### src/rtl/e1_frame_aligner_if.sv
// Receive-side bus of the E1 frame aligner: serial line in, alignment flags and
// timeslot bytes out, plus the internal FSM states for observation.
interface e1_frame_aligner_if;
    // byte_valid is a one-cycle strobe with no ready: the consumer cannot stall,
    // and byte_out/ts are stable from the strobe until the next strobe.
    logic       din;
    logic       sync;
    logic       syncmulti;
    logic [7:0] bitcnt;
    logic [3:0] framecnt;
    logic [7:0] byte_out;
    logic       byte_valid;
    logic [4:0] ts;
    logic [1:0] frame_state;
    logic       mf_state;

    modport master (
        input  din,
        output sync, syncmulti, bitcnt, framecnt, byte_out, byte_valid, ts,
        output frame_state, mf_state
    );

    modport slave (
        output din,
        input  sync, syncmulti, bitcnt, framecnt, byte_out, byte_valid, ts,
        input  frame_state, mf_state
    );
endinterface

### src/rtl/e1_frame_aligner.sv
// E1 (G.704) frame and CAS multiframe aligner: hunts for FAS, confirms it via
// NFAS/FAS, tracks loss, locks the TS16 multiframe and emits timeslot bytes.
module e1_frame_aligner (
    input  logic              clk,
    input  logic              reset,
    e1_frame_aligner_if.master bus
);
    localparam logic [1:0] HUNT     = 2'd0;
    localparam logic [1:0] CHK_NFAS = 2'd1;
    localparam logic [1:0] CHK_FAS  = 2'd2;
    localparam logic [1:0] SYNC     = 2'd3;
    localparam logic [0:0] MF_HUNT  = 1'b0;
    localparam logic [0:0] MF_SYNC  = 1'b1;
    localparam logic [6:0] FAS      = 7'b0011011;
    localparam logic [3:0] MFAS     = 4'b0000;

    logic [6:0] sr;
    logic [7:0] win;
    logic [1:0] state, state_n;
    logic [1:0] err, err_n;
    logic       fas_frame, fas_n;
    logic [7:0] bitcnt, bitcnt_n;
    logic [0:0] mf, mf_n;
    logic       mf_err, mf_err_n;
    logic       syncmulti, syncmulti_n;
    logic [3:0] framecnt, framecnt_n;
    logic       sync;
    logic [7:0] byte_out;
    logic       byte_valid;
    logic [4:0] ts;
    logic       ts0_edge;
    logic       fas_match;
    logic       mfas_match;
    logic       byte_edge;

    assign win        = {sr, bus.din};
    assign ts0_edge   = (bitcnt == 8'd7);
    assign fas_match  = (win[6:0] == FAS);
    assign mfas_match = (win[7:4] == MFAS);

    always_comb begin
        state_n  = state;
        err_n    = err;
        fas_n    = fas_frame;
        bitcnt_n = bitcnt + 8'd1;
        case (state)
            HUNT: begin
                if (fas_match) begin
                    state_n  = CHK_NFAS;
                    bitcnt_n = 8'd8;
                end
            end
            CHK_NFAS: begin
                if (ts0_edge) state_n = win[6] ? CHK_FAS : HUNT;
            end
            CHK_FAS: begin
                if (ts0_edge) begin
                    if (fas_match) begin
                        state_n = SYNC;
                        fas_n   = 1'b1;
                        err_n   = 2'd0;
                    end else begin
                        state_n = HUNT;
                    end
                end
            end
            default: begin
                // fas_frame marks the frame just checked; only the alternate ones carry FAS.
                if (ts0_edge) begin
                    fas_n = ~fas_frame;
                    if (!fas_frame) begin
                        if (fas_match)        err_n   = 2'd0;
                        else if (err == 2'd2) state_n = HUNT;
                        else                  err_n   = err + 2'd1;
                    end
                end
            end
        endcase
        if (state_n == HUNT) bitcnt_n = 8'd0;
    end

    always_comb begin
        mf_n        = mf;
        mf_err_n    = mf_err;
        syncmulti_n = syncmulti;
        framecnt_n  = framecnt;
        if (state == SYNC && state_n == SYNC) begin
            if (mf == MF_HUNT) begin
                if (bitcnt == 8'd135 && mfas_match) begin
                    mf_n        = MF_SYNC;
                    mf_err_n    = 1'b0;
                    syncmulti_n = 1'b1;
                    framecnt_n  = 4'd0;
                end
            end else begin
                if (bitcnt == 8'd255) framecnt_n = framecnt + 4'd1;
                if (bitcnt == 8'd135 && framecnt == 4'd0) begin
                    if (mfas_match) begin
                        mf_err_n = 1'b0;
                    end else if (mf_err) begin
                        mf_n        = MF_HUNT;
                        mf_err_n    = 1'b0;
                        syncmulti_n = 1'b0;
                        framecnt_n  = 4'd0;
                    end else begin
                        mf_err_n = 1'b1;
                    end
                end
            end
        end else begin
            mf_n        = MF_HUNT;
            mf_err_n    = 1'b0;
            syncmulti_n = 1'b0;
            framecnt_n  = 4'd0;
        end
    end

    assign byte_edge = (bitcnt[2:0] == 3'd7) && (state_n == SYNC);

    always_ff @(posedge clk or posedge reset) begin
        if (reset) begin
            sr         <= 7'd0;
            state      <= HUNT;
            err        <= 2'd0;
            fas_frame  <= 1'b0;
            bitcnt     <= 8'd0;
            mf         <= MF_HUNT;
            mf_err     <= 1'b0;
            syncmulti  <= 1'b0;
            framecnt   <= 4'd0;
            sync       <= 1'b0;
            byte_out   <= 8'd0;
            byte_valid <= 1'b0;
            ts         <= 5'd0;
        end else begin
            sr         <= win[6:0];
            state      <= state_n;
            err        <= err_n;
            fas_frame  <= fas_n;
            bitcnt     <= bitcnt_n;
            mf         <= mf_n;
            mf_err     <= mf_err_n;
            syncmulti  <= syncmulti_n;
            framecnt   <= framecnt_n;
            sync       <= (state_n == SYNC);
            byte_valid <= byte_edge;
            if (byte_edge) begin
                byte_out <= win;
                ts       <= bitcnt[7:3];
            end
        end
    end

    assign bus.sync        = sync;
    assign bus.syncmulti   = syncmulti;
    assign bus.bitcnt      = bitcnt;
    assign bus.framecnt    = framecnt;
    assign bus.byte_out    = byte_out;
    assign bus.byte_valid  = byte_valid;
    assign bus.ts          = ts;
    assign bus.frame_state = state;
    assign bus.mf_state    = mf;
endmodule
### src/flat_wrapper.sv
// flat-port wrapper written by rule: the top's interface ports become plain ports
module e1_frame_aligner_flat 
  (clk, reset, bus_din, bus_sync, bus_syncmulti, bus_bitcnt, bus_framecnt, bus_byte_out, bus_byte_valid, bus_ts, bus_frame_state, bus_mf_state);
  e1_frame_aligner_if bus_i ();
  input  logic clk;
  input  logic reset;
  input wire logic [$bits(bus_i.din)-1:0] bus_din;
  output wire logic [$bits(bus_i.sync)-1:0] bus_sync;
  output wire logic [$bits(bus_i.syncmulti)-1:0] bus_syncmulti;
  output wire logic [$bits(bus_i.bitcnt)-1:0] bus_bitcnt;
  output wire logic [$bits(bus_i.framecnt)-1:0] bus_framecnt;
  output wire logic [$bits(bus_i.byte_out)-1:0] bus_byte_out;
  output wire logic [$bits(bus_i.byte_valid)-1:0] bus_byte_valid;
  output wire logic [$bits(bus_i.ts)-1:0] bus_ts;
  output wire logic [$bits(bus_i.frame_state)-1:0] bus_frame_state;
  output wire logic [$bits(bus_i.mf_state)-1:0] bus_mf_state;
  assign bus_i.din = bus_din;
  assign bus_sync = bus_i.sync;
  assign bus_syncmulti = bus_i.syncmulti;
  assign bus_bitcnt = bus_i.bitcnt;
  assign bus_framecnt = bus_i.framecnt;
  assign bus_byte_out = bus_i.byte_out;
  assign bus_byte_valid = bus_i.byte_valid;
  assign bus_ts = bus_i.ts;
  assign bus_frame_state = bus_i.frame_state;
  assign bus_mf_state = bus_i.mf_state;
  e1_frame_aligner u_core (.clk(clk), .reset(reset), .bus(bus_i));
endmodule
### config.mk
export PLATFORM = sky130hd
export DESIGN_NAME = e1_frame_aligner_flat
export DESIGN_NICKNAME = d
export VERILOG_FILES = /design/src/rtl/e1_frame_aligner_if.sv /design/src/rtl/e1_frame_aligner.sv /design/src/flat_wrapper.sv
export SDC_FILE = /design/constraint.sdc
export NUM_CORES = 1
export LEC_CHECK = 0
export CORE_MARGIN = 3
export CORE_UTILIZATION = 50
export DETAILED_ROUTE_END_ITERATION = 16
export PLACE_DENSITY = 0.75
export SLEW_MARGIN = 30
export SYNTH_ARGS = -nofsm -noshare
export SYNTH_HDL_FRONTEND = slang
export SYNTH_SLANG_ARGS = --single-unit
### constraint.sdc
create_clock -name clk -period 4.38 [get_ports clk]
set_input_delay 0.876 -clock clk [delete_from_list [all_inputs] [get_ports clk]]
set_output_delay 0.876 -clock clk [all_outputs]
set_load 0.02 [all_outputs]
==> key figures, run 1 <==
Clocking
  – Clock sinks: 42
  – # H-tree levels: 2
  – CTS tree: yes
  – Clock transition at the registers of the reported paths: around 0.08 ns
  – CTS max path bufs: 2
  – Clk Latency, worst-skew pair: 0.29 ns
  – CTS Root Cell: clkbuf_8
  – Post-CTS Setup Inserts: 0
  – Cts bufs inserted: 5
  – CTS Hold Buffers Added: 0
  – CTS resizes: 0

Status
  – Status: finished, final reports clean

GRT
  – Met2 GRT Util: approximately a third
  – Met1 Use GR: about 29%
  – Vias in the first global route: 1528
  – Largest net degree at the start of global routing: 23
  – GRT Total Usage: 20.4%
  – Met3 usage: between 4 and 5%
  – Grt peak-use layer: met2
  – First-pass GRT wire length: just over 7000 um
  – Gr ovfl total: 0
  – Initial antenna violation count: 0

Synth
  – Share of the synthesized area in the top cell type: 53.3%
  – Syn Area/Cell: about 11 um^2
  – Top-count cell post-synth: dfrtp_1
  – Syn_nets: 190
  – Seq/Total Area, Yosys: 53.3%
  – EDFF count, synth: 0
  – Post-Syn Instances: 182
  – Primary FF master, synth: dfrtp_1
  – Ys async rst share: 100%
  – #FFs+latches synth: 42
  – Synthesized area: 1970 um^2
  – Commonest cells in the netlist: dfrtp_1, inv_1, nor2_1
  – Area leader, netlist: dfrtp_1
  – Synth warnings: 0
  – Ranking of synthesized cells by area: dfrtp_1, a22o_1, ha_1
  – Yosys cell types: 46

STA
  – Setup TNS: 0 ns
  – Final setup viols: 0
  – Period minus WS final: between 2 and 3 ns
  – RSZ-0062 raised after global routing: no
  – Highest clock rate: 360 MHz
  – Hold_ws: 0.413 ns
  – Period utilization: 63.5%
  – Slew headroom: ~45%
  – Final Skew: 0.00648 ns
  – Final Hold Vio Count: 0
  – Worst slew pin tran: 0.828 ns
  – Final Max Tran Viols: 0

Setup path
  – Req. time, crit path: 4.56 ns
  – Worst setup path start: bus_din
  – FF-to-FF path depth: 4
  – Slowest library cell on the worst path: clkdlybuf4s50_1
  – Worst R2R Start: u_core.bus.bitcnt[3]
  – Max stage delay on crit path: 0.49 ns
  – Reg2Reg Setup Slack: 1.64 ns
  – Critical path fanouts, max: 14
  – CP Launch Type: input port
  – Crit-path cells: clkdlybuf4s50_1 -> and4b_1 -> and3_1 -> a41oi_2 -> a221o_1
  – WS Path Type: input port to flop
  – Worst setup path end: u_core.bus.byte_out[3]
  – CP Data Arrival Time: 2.96 ns
  – Crit path capture type: flop
  – RR Endpoint: u_core.bus.byte_out[7]

Final layout
  – Area of the multi-input gates: 848 um^2
  – Post-route cell area: 2480 um^2
  – Diode count: 0
  – # nets final: around 220
  – Share of layout cells above drive strength 1: 8.37%
  – Fill cells: between 200 and 300
  – Storage element area: about 1100 um^2
  – Area Overhead vs Synth: 25.6%

Placement
  – Port bufs: 33
  – Post-DP HPWL: 3090 um
  – Final Wtd Congestion: 0.830
  – Post-DP Area: 2330 um^2

Die
  – DIE WIDTH: 68.8 um
  – Die H: roughly 70 um
  – Die ar.: 4730 um^2
  – Row cnt: 22
  – Core area: 3740 um^2
  – Initial Util: between 50% and 60%
  – I/O pin count: 34

Drt
  – DR WL/cell: 16.5 um
  – Total Wirelength: 4330 um
  – Number of DRC markers in iteration 0: between 100 and 150
  – Post-route ant nets: 0
  – DRC Markers: 0
  – Via count: approximately 1600
  – TritonRoute pass-1 iters: 4
  – Vias per cell: 5.96

Power and ir drop
  – Pleak: 0.00102 uW
  – Power density cells: 373 nW/um^2
  – Worst VDD drop: approximately 230 uV

Job
  – Maxcap violations: 0

Hold path
  – Class of the worst hold path: flop to flop
==> registers in the layout, indices dropped and copies added, names as in the netlist <==
signal                  flops
u_core.sr                   7
u_core.bus.sync             1
u_core.bus.framecnt         4
u_core.bus.frame_state      2
u_core.bus.byte_valid       1
u_core.bus.ts               5
u_core.bus.mf_state         1
u_core.err                  2
u_core.mf_err               1
u_core.bus.bitcnt           8
u_core.bus.syncmulti        1
u_core.fas_frame            1
u_core.bus.byte_out         8
==> worst max-delay path: cells and delay by family <==
family	cells	cell delay (ns)
AO/OA/AOI/OAI	2	0.91
buffers and inverters	1	0.49
AND/OR/NAND/NOR	2	0.68
==> worst min path at each step <==
stage	from	to	depth (start not counted)
2_1_floorplan	u_core.sr[1]	u_core.sr[2]	0
3_3_place_gp	u_core.sr[2]	u_core.sr[3]	0
3_5_place_dp	u_core.sr[0]	u_core.sr[1]	0
4_1_cts	u_core.sr[0]	u_core.sr[1]	0
5_1_grt	u_core.sr[2]	u_core.sr[3]	0
6_report	u_core.sr[0]	u_core.sr[1]	0
==> placed cells by master, fill, tap and decap left out, types with 6 or more instances in the layout <==
cell	instances
dfrtp_1	42
nor2_1	11
inv_1	11
a21oi_1	7
nor3_1	8
clkdlybuf4s50_1	33
a22o_1	8
o21ai_0	6
nand2_1	9
a211oi_1	8
xnor2_1	6
nand3_1	6
==> cell families after synthesis <==
family,synth area share [%]
adder cells (fa/ha/maj),3.17
multiplexers,2.22
buffers and inverters,4.38
AND/OR/NAND/NOR,14.7
XOR/XNOR,3.55
AO/OA/AOI/OAI,18.7
flip-flops,53.3
==> per-stage QoR <==
stage,setup WS [ns],util (%),total power [uW],std cells
floorplan,1.87,-,515,182
global placement,1.06,62.1,562,255
detailed placement,1.31,62.3,571,255
CTS,1.61,66.0,936,263
global route,1.42,66.1,967,263
finish,1.60,66.1,924,263
==> layout make-up <==
class / instances / share of cell area, %
flip-flops and latches: 42 / 42.4
inverters: 11 / 1.67
clock inverters: 3 / 2.78
well taps: 48 / 2.43
clock buffers: 5 / 2.78
repair buffers: 34 / 13.6
multi-input cells: 120 / 34.3
==> power by group <==
part / leakage, uW / internal [uW] / switching [uW] / total (uW)
Combinational: 0.000388 / 50.2 / 77.5 / 128
Sequential: 0.000562 / 406 / 30.9 / 437
Clock: 0.0000683 / 228 / 132 / 360
==> routing by layer <==
| layer | vias to the layer above | wire, um |
|---|---|---|
| met3 | 5 | 236 |
| met1 | 768 | 2000 |
| met4 | 0 | 35 |
| li1 | 740 | - |
| met2 | 54 | 2060 |
| met5 | - | 0 |
Power figures use the tool's default switching activity.
==> run 2, diff against run 1 <==
--- a/config.mk
+++ b/config.mk
@@ -6,9 +6,9 @@
 export NUM_CORES = 1
 export LEC_CHECK = 0
 export CORE_MARGIN = 3
-export CORE_UTILIZATION = 50
+export CORE_UTILIZATION = 47
 export DETAILED_ROUTE_END_ITERATION = 16
-export PLACE_DENSITY = 0.75
+export PLACE_DENSITY = 0.74
 export SLEW_MARGIN = 30
 export SYNTH_ARGS = -nofsm -noshare
 export SYNTH_HDL_FRONTEND = slang
==> constraint.sdc (replaced) <==
create_clock -name clk -period 2.4 [get_ports clk]
set_input_delay 0.48 -clock clk [delete_from_list [all_inputs] [get_ports clk]]
set_output_delay 0.48 -clock clk [all_outputs]
set_load 0.02 [all_outputs]
==> key figures, run 2 (synthesis results as in run 1) <==
Final layout
  – Area Overhead vs Synth: 26.8%
  – Diode count: 0 (unchanged)
  – Regs by FF count: u_core.bus.bitcnt (8), u_core.bus.byte_out (8), u_core.sr (7)
  – Commonest non-fill, non-tap cell in the layout: dfrtp_1
  – Share of layout cells above drive strength 1: 12.8% (+4.5 points)
  – Most frequent cells in the layout: dfrtp_1, clkdlybuf4s50_1, buf_4
  – # nets final: 233 (+5.0%)
  – Post-route cell area: 2500 um^2 (+1.0%)

Power and ir drop
  – Worst VDD drop: 362 uV (+58%)
  – Pleak: 0.00105 uW (+3.0%)
  – Power density cells: 594 nW/um^2 (+59%)

Drt
  – Vias per cell: 5.86 (-1.6%)
  – DRC Markers: 0 (unchanged)
  – Total Wirelength: 4410 um (+1.7%)
  – Via count: 1606 (+2.5%)
  – Number of DRC markers in iteration 0: 126 (-4.5%)
  – Post-route ant nets: 0 (unchanged)
  – TritonRoute pass-1 iters: 4 (unchanged)
  – DR WL/cell: 16.1 um (-2.4%)

GRT
  – GRT Total Usage: 18.5% (-1.8 points)
  – First-pass GRT wire length: 7450 um (+4.2%)
  – Initial antenna violation count: 0 (unchanged)
  – Vias in the first global route: 1579 (+3.3%)
  – Gr ovfl total: 0 (unchanged)
  – Largest net degree at the start of global routing: 43 (+87%)

Die
  – Die H: 70.8 um (+2.9%)
  – Row cnt: 22 (unchanged)
  – I/O pin count: 34 (unchanged)
  – Core area: 3850 um^2 (+2.9%)
  – DIE WIDTH: 70.8 um (+2.9%)
  – Die ar.: 5010 um^2 (+5.8%)
  – Initial Util: 51.2% (-1.5 points)

Setup path
  – CP Data Arrival Time: 2.49 ns (-0.47 ns)
  – Critical path fanouts, max: 8 (-6)
  – Crit path capture type: flop
  – Req. time, crit path: 2.59 ns (-1.97 ns)
  – WS Path Type: flop to flop
  – CP Launch Type: flop

STA
  – Final setup viols: 0 (unchanged)
  – Period utilization: 95.8%
  – Slack of the critical path: 0.101 ns (-1.50 ns)
  – Final Max Tran Viols: 0 (unchanged)
  – Slew headroom: 66.2% (+21 points)
  – Final Hold Vio Count: 0 (unchanged)
  – Highest clock rate: 435 MHz
  – Period minus WS final: 2.30 ns
  – Worst slew pin tran: 0.508 ns (-0.321 ns)
  – Final Skew: 0.00846 ns (+0.00197 ns)
  – Setup TNS: 0 ns (unchanged)
  – RSZ-0062 raised after global routing: no

Status
  – Status: finished, final reports clean

Placement
  – Port bufs: 33 (unchanged)
  – Final Wtd Congestion: 0.816 (-1.7%)
  – Pre-CTS setup slack: 0.0863 ns (-1.22 ns)
  – Post-DP Area: 2410 um^2 (+3.3%)
  – Post-DP HPWL: 3180 um (+3.0%)

Clocking
  – Clk Latency, worst-skew pair: 0.30 ns (about the same)
  – Clock sinks: 42 (unchanged)
  – # H-tree levels: 2 (unchanged)
  – Clock transition at the registers of the reported paths: 0.08 ns (about the same)
  – Post-CTS Setup Inserts: 0 (unchanged)
  – CTS Root Cell: clkbuf_8
  – CTS max path bufs: 2 (unchanged)
  – Cts bufs inserted: 5 (unchanged)
  – CTS tree: yes

Job
  – Maxcap violations: 0 (unchanged)

Hold path
  – Class of the worst hold path: flop to flop
## run 2: critical path: stages (launching register included)
cell,delay (ns)
dfrtp_2,0.40
or4_1,0.67
or3_4,0.42
o31a_1,0.31
buf_4,0.18
a22o_1,0.19
## run 2: where the power goes
part	total, uW	switching, uW	internal (uW)
registers	793	52.2	741
logic	245	144	101
clock network	446	241	205
## run 2: path summary, 6_finish.rpt
path | from | end | slack, ns | cells past startpoint
setup / recovery | u_core.bus.bitcnt[4] | u_core.bus.ts[0] | 0.10 | 5
hold reg to reg | u_core.sr[0] | u_core.sr[1] | 0.41 | 0
max in group asynchronous | reset | u_core.bus.bitcnt[4] | 1.43 | 3
min in group asynchronous | reset | u_core.bus.syncmulti | 0.60 | 3
hold / removal | u_core.sr[0] | u_core.sr[1] | 0.41 | 0
setup reg to reg | u_core.bus.bitcnt[4] | u_core.bus.ts[0] | 0.10 | 5
## run 2: routing by layer
metal / global-route usage [%] / up-vias / wire length, um
met1: 25.5 / 784 / 2050
met5: 0 / - / 0
met3: 3.98 / 13 / 237
met4: 9.60 / 0 / 133
met2: 27.5 / 51 / 1980
li1: - / 758 / -
## run 2: layout make-up
class                           instances  area [um^2]
Clock buffer                            6         72.6
Inverter                               11         41.3
Tap cell                               48         60.1
Multi-Input combinational cell        120          840
Fill cell                             315         1350
Clock inverter                          2         13.8
Timing Repair Buffer                   45          420
Sequential cell                        42         1050
## run 2: timing repair
item	CTS	global route
endpoints found under the setup margin	0	6
hold buffers	0	0
gates resized for setup	0	1
## run 2: metrics by stage
step	util [%]	std cells	total power, uW	hold slack (ns)
2_1_floorplan	-	182	941	0.368
3_3_place_gp	62.5	266	1040	0.381
3_5_place_dp	62.5	266	1050	0.392
4_1_cts	64.8	274	1490	0.409
5_1_grt	64.9	274	1550	0.422
6_report	64.9	274	1480	0.406
